File: src/rtl/hazard_unit_pkg.sv
// Shared types for the pipeline hazard controller: forwarding selects,
// the shadow register-destination entry and a small match helper.
package hazard_unit_pkg;

  typedef enum logic [1:0] {
    FWD_NONE = 2'b00,
    FWD_MEM  = 2'b01,
    FWD_WB   = 2'b10
  } forward_type;

  typedef struct packed {
    logic       valid;
    logic [4:0] rd;
    logic [4:0] rs1;
    logic [4:0] rs2;
    logic       uses_rs1;
    logic       uses_rs2;
    logic       reg_write;
    logic       mem_read;
  } hazard_entry_type;

  localparam hazard_entry_type BUBBLE_ENTRY = '0;

  // True when entry e will write architectural register idx (x0 never counts)
  function automatic logic writes_reg(hazard_entry_type e, logic [4:0] idx);
    return e.valid & e.reg_write & (e.rd != 5'd0) & (e.rd == idx);
  endfunction

endpackage

File: src/rtl/hazard_unit_forward_select.sv
// Picks the ALU operand source for one EX operand: the MEM-stage result,
// the WB-stage result, or the register file value.
module forward_select
  import hazard_unit_pkg::*;
(
  input  logic [4:0]       src,
  input  logic             uses,
  input  hazard_entry_type mem_q,
  input  hazard_entry_type wb_q,
  output forward_type      sel
);

  // Only the destination fields of MEM/WB matter here; the rest is folded away
  logic unused_fields;
  assign unused_fields = ^{mem_q.rs1, mem_q.rs2, mem_q.uses_rs1, mem_q.uses_rs2,
                           wb_q.rs1, wb_q.rs2, wb_q.uses_rs1, wb_q.uses_rs2,
                           wb_q.mem_read};

  // Youngest producer wins; a load in MEM has no data yet so it is skipped
  always_comb begin
    sel = FWD_NONE;
    if (uses) begin
      if (writes_reg(mem_q, src) && !mem_q.mem_read) begin
        sel = FWD_MEM;
      end else if (writes_reg(wb_q, src)) begin
        sel = FWD_WB;
      end
    end
  end

endmodule

File: src/rtl/hazard_unit.sv
// Pipeline hazard controller for the five-stage core: tracks EX/MEM/WB
// destinations and produces stall, flush, bubble and forwarding controls.
module hazard_unit
  import hazard_unit_pkg::*;
(
  input  logic       clk,
  input  logic       rst,
  input  logic       id_valid,
  input  logic [4:0] id_rs1,
  input  logic [4:0] id_rs2,
  input  logic       id_uses_rs1,
  input  logic       id_uses_rs2,
  input  logic [4:0] id_rd,
  input  logic       id_reg_write,
  input  logic       id_mem_read,
  input  logic       ex_branch_taken,
  input  logic       ext_stall,
  output logic       stall_if,
  output logic       stall_id,
  output logic       flush_if,
  output logic       flush_id,
  output logic       bubble_ex,
  output logic       freeze,
  output logic [1:0] fwd_a,
  output logic [1:0] fwd_b
);

  hazard_entry_type ex_q, mem_q, wb_q;
  hazard_entry_type id_entry;
  forward_type      fwd_a_sel, fwd_b_sel;
  logic             load_use;
  logic             issue;

  assign id_entry = '{valid:     1'b1,
                      rd:        id_rd,
                      rs1:       id_rs1,
                      rs2:       id_rs2,
                      uses_rs1:  id_uses_rs1,
                      uses_rs2:  id_uses_rs2,
                      reg_write: id_reg_write,
                      mem_read:  id_mem_read};

  assign load_use = id_valid & ex_q.valid & ex_q.mem_read & (ex_q.rd != 5'd0) &
                    ((id_uses_rs1 & (id_rs1 == ex_q.rd)) |
                     (id_uses_rs2 & (id_rs2 == ex_q.rd)));

  assign issue = id_valid & !load_use & !ex_branch_taken;

  // Shadow pipeline: advances with the datapath, holds while memory stalls
  always_ff @(posedge clk) begin
    if (!rst) begin
      ex_q  <= BUBBLE_ENTRY;
      mem_q <= BUBBLE_ENTRY;
      wb_q  <= BUBBLE_ENTRY;
    end else if (!ext_stall) begin
      wb_q  <= mem_q;
      mem_q <= ex_q;
      ex_q  <= issue ? id_entry : BUBBLE_ENTRY;
    end
  end

  forward_select u_fwd_a (
    .src   (ex_q.rs1),
    .uses  (ex_q.valid & ex_q.uses_rs1),
    .mem_q (mem_q),
    .wb_q  (wb_q),
    .sel   (fwd_a_sel)
  );

  forward_select u_fwd_b (
    .src   (ex_q.rs2),
    .uses  (ex_q.valid & ex_q.uses_rs2),
    .mem_q (mem_q),
    .wb_q  (wb_q),
    .sel   (fwd_b_sel)
  );

  // Prioritised control outputs; everything is quiet while reset is held
  always_comb begin
    stall_if  = 1'b0;
    stall_id  = 1'b0;
    flush_if  = 1'b0;
    flush_id  = 1'b0;
    bubble_ex = 1'b0;
    freeze    = 1'b0;
    fwd_a     = FWD_NONE;
    fwd_b     = FWD_NONE;
    if (rst) begin
      fwd_a = fwd_a_sel;
      fwd_b = fwd_b_sel;
      if (ext_stall) begin
        freeze = 1'b1;
      end else if (ex_branch_taken) begin
        flush_if  = 1'b1;
        flush_id  = 1'b1;
        bubble_ex = 1'b1;
      end else if (load_use) begin
        stall_if  = 1'b1;
        stall_id  = 1'b1;
        bubble_ex = 1'b1;
      end
    end
  end

endmodule

File: config.mk
export PLATFORM = sky130hd
export DESIGN_NAME = hazard_unit
export DESIGN_NICKNAME = d
export VERILOG_FILES = /design/src/rtl/hazard_unit_pkg.sv /design/src/rtl/hazard_unit_forward_select.sv /design/src/rtl/hazard_unit.sv
export SDC_FILE = /design/constraint.sdc
export NUM_CORES = 1
export LEC_CHECK = 0
export CORE_ASPECT_RATIO = 0.8
export CORE_MARGIN = 2
export CORE_UTILIZATION = 30
export CTS_CLUSTER_SIZE = 24
export DETAILED_ROUTE_END_ITERATION = 6
export SYNTH_ARGS = -nofsm -noshare
export SYNTH_HDL_FRONTEND = slang
export SYNTH_HIERARCHICAL = 1
export SYNTH_SLANG_ARGS = --single-unit
File: constraint.sdc
create_clock -name clk -period 4.4 [get_ports clk]
set_clock_uncertainty 0.05 [all_clocks]
set_input_delay 0.66 -clock clk [delete_from_list [all_inputs] [get_ports clk]]
set_output_delay 0.66 -clock clk [all_outputs]
set_load 0.03 [all_outputs]
After elaboration in Yosys (flattened, before gate mapping)

Cells that the tools add are included.

Register bits after elaboration: 35
Bits in latches: 0
Bits in writable memories: 0
ROM bits: 0
Input bits: 24
Output and inout port bits: 10
Word-level logic and storage cells: 69
Memories: 0

$add $sub $neg: 0
$mul: 0
Divide/modulo/power cells: 0
Magnitude comparators: 0
Equality and inequality tests: 6
Shift-type cells: 0
Mux-type cells: 21
Bitwise gates (word level): 19
Reductions and logical operators: 8

Operator list:

| cell                | number |
|---|---|
| equality test 5 bit | 6 |
| two-way mux 20 bit  | 1 |
| bitwise AND 1 bit   | 18 |
| two-way mux 2 bit   | 8 |
| nonzero test 5 bit  | 3 |
| two-way mux 1 bit   | 12 |
| zero test 1 bit     | 3 |
| logical AND 1 bit   | 2 |
| OR 1 bit            | 1 |

Longest topological paths before layout

Word-level depth: 8
Depth in mapped cells: 7
Gate-level depth less buffers: 5

Hierarchy

Netlist, hierarchy kept.

By module, submodules not included:

| module         | instances | cells an instance | area an instance (um2) | seq. area each (um2) |
|---|---|---|---|---|
| hazard_unit    | 1         | 254               | 2565.0                 | 1201.2 |
| forward_select | 2         | 22                | 152.6                  | 0.0 |

Least setup slack after synthesis

No wires, ideal clock.

Path type: in2out
Start point: input port id_rs2[0]
End point: output port stall_if
Data arrival time: 2.234 ns
Setup slack: 1.456 ns
Cell stages on the path: 5
Path buffers: 1
Path through: xnor2_1 > nand4_1 > o22ai_1 > nor3b_1 > buf_4

Word-level cells in the longest chain between the ends: 8

RTL lines:

| item                           | line              | source |
|---|---|---|
| from (decl)                    | hazard_unit.sv:10 | `input logic [4:0] id_rs2,` |
| equality test 5 bit            | hazard_unit.sv:45 | `(id_uses_rs2 & (id_rs2 == ex_q.rd)));` |
| bitwise AND 1 bit              | hazard_unit.sv:45 |  |
| OR 1 bit                       | hazard_unit.sv:44 | `((id_uses_rs1 & (id_rs1 == ex_q.rd)) \|` |
| bitwise AND 1 bit              | hazard_unit.sv:43 | `assign load_use = id_valid & ex_q.valid & ex_q.mem_read & (ex_q.rd != 5'd0) &` |
| two-way mux 1 bit (4 in a row) | --                |  |
| to (decl)                      | hazard_unit.sv:18 | `output logic stall_if,` |

No other way between the ends.

Worst setup path in the final report

Start point: input port id_valid
End point: output port stall_id

Word-level cells in the longest chain between the ends: 8

RTL lines:

| item                           | line              | source |
|---|---|---|
| from (decl)                    | hazard_unit.sv:8  | `input logic id_valid,` |
| bitwise AND 1 bit (4 in a row) | hazard_unit.sv:43 |  |
| two-way mux 1 bit              | hazard_unit.sv:97 | `end else if (load_use) begin` |
| two-way mux 1 bit              | hazard_unit.sv:93 | `end else if (ex_branch_taken) begin` |
| two-way mux 1 bit              | hazard_unit.sv:91 | `if (ext_stall) begin` |
| two-way mux 1 bit              | hazard_unit.sv:88 | `if (rst) begin` |
| to (decl)                      | hazard_unit.sv:19 | `output logic stall_id,` |

No other way between the ends.

==> metrics <==
largest net degree at the start of global routing=27; Gates resized, CTS repair=0; die height=76.4 um; Design Area, Final=0.00242 mm2; Worst setup EP type=primary output; Period minus WS final=3.46 ns; Final Routed Wirelength=around 5000 um; max_cap viols=0; status=finished, final reports clean; fin nets=roughly 270; H-tree levels=2; vias in the first global route=about 1500; synthesized area=0.00196 mm2; Setup TNS=0 ns; FF+latch area=701 um2; antenna viol nets, final=0; DRT iter0 DRCs=between 100 and 150; Leak=between 0.7 and 0.8 nW; Ys Warns=6; Max Slew Vio Count=0; share of layout cells above drive strength 1=0.0612; Hold Startpoint=ex_q[3]; number of antenna violations at the first check in global routing=0; FF-to-FF setup slack=2.46 ns; hold violation count in the final report=0; hold endpoint=ex_q[3]; CTS tree=yes; Hold Buf Count CTS=0; DRC Markers=0; CTS buffer count=5; post-place setup slack=between 0.9 and 1 ns; GPL Wtd Cong=0.801; DR vias/cell=5.04; TritonRoute pass-1 iters=4; starting density of the core=0.309; post-CTS setup buffer count=0; final period utilization=0.787; global route total overflow=0; Top Ports=34; type of the worst setup path=in2out; CP max FO=22; worst ir drop on vdd=~0.00015 V; Startpoint Class=primary input; most common cell after layout, fill and taps aside=dfxtp_1; worst hold path type=reg2reg; CTS max path bufs=2; Worst R2R Start=ex_q[18]; Layout Utilization=0.381; Worst Reg-to-Reg Cells=4; worst path arrival time=2.75 ns; Max-slew headroom=0.564; Layout fillers=643; gr usage total=0.147; Avg Cell Area, Syn=8.80 um2; Cells after Synth=roughly 220; first-pass GRT wire length=8310 um; vias=1657; worst r2r dst=ex_q[12]; row count=26; pwr dens=~300 mW/mm2; most frequent cells in the layout=dfxtp_1 (35), clkdlybuf4s50_1 (33), xnor2_1 (26), nand2_1 (21), a32oi_1 (19); Mapped Nets=247; Routed wire per std cell=15.5 um; Antenna Cells=0; placed instance area=0.00232 mm2; Multi-input gate area=0.00114 mm2; hpwl dp=between 3000 and 4000 um; clk sink count=35; root buf cell=clkbuf_8; RSZ-0062 raised after global routing=no; Achievable Freq=289 MHz; Worst-Skew Late Latency=0.28 ns; worst setup margin=roughly 0.94 ns; Worst Max-Slew Pin Slew=0.654 ns; CP Data Required Time=3.69 ns; Layout area overhead=23.3%; die area=between 0.007 and 0.008 mm2; hold depth=2; final setup fails=0; Worst-path clk slew=0.07 ns; Die X=~94 um; core footprint=0.00634 mm2; PortBufs=33
## final cells by class
cell class                 count  area share
inverter                       1     0.00155
multi-input combinational    164       0.471
clock buffer                   6      0.0300
timing repair buffer          38       0.152
sequential                    35       0.290
tap                           84      0.0434
clock inverter                 1      0.0124
## registers in the layout (all words and copies together) (netlist names)
name   flops
ex_q      20
mem_q      8
wb_q       7
## where the power goes
group / internal [W] / leakage (nW) / total [W] / switching [W]
Clock: 0.000166 / 0.0513 / 0.000277 / 0.000111
Combinational: 0.0000551 / 0.459 / 0.0000998 / 0.0000447
Sequential: 0.000328 / 0.284 / 0.000346 / 0.0000181
## critical path: stages
cell             delay (ns)
clkdlybuf4s50_1        0.54
o2111ai_4              0.38
nor3b_1                0.43
clkdlybuf4s50_1        0.74
## stage by stage
stage / instances / total power (W) / hold WS [ns]
floorplan: 223 / 0.000409 / 0.378
global placement: 322 / 0.000452 / 0.402
detailed placement: 322 / 0.000453 / 0.405
CTS: 329 / 0.000731 / 0.422
global route: 329 / 0.000758 / 0.455
finish: 329 / 0.000723 / 0.423
## worst max path at each step
stage	cells after the start	start	endpoint	slack, ns
floorplan	5	id_rs2[0]	stall_if	1.46
global placement	4	id_valid	stall_if	0.95
detailed placement	4	id_valid	stall_id	0.95
CTS	4	id_valid	stall_id	0.94
global route	4	id_valid	stall_if	0.81
finish	4	id_valid	stall_id	0.94
## layer usage
| layer | GRT usage | up-vias | wire length (um) |
|---|---|---|---|
| met5 | 0 | - | 0 |
| met4 | 0.0304 | 0 | 24 |
| met3 | 0.0326 | 2 | 307 |
| met2 | 0.196 | 39 | 2180 |
| met1 | 0.235 | 786 | 2590 |
| li1 | - | 830 | - |
Note: power is estimated with default switching activity, not from simulation.
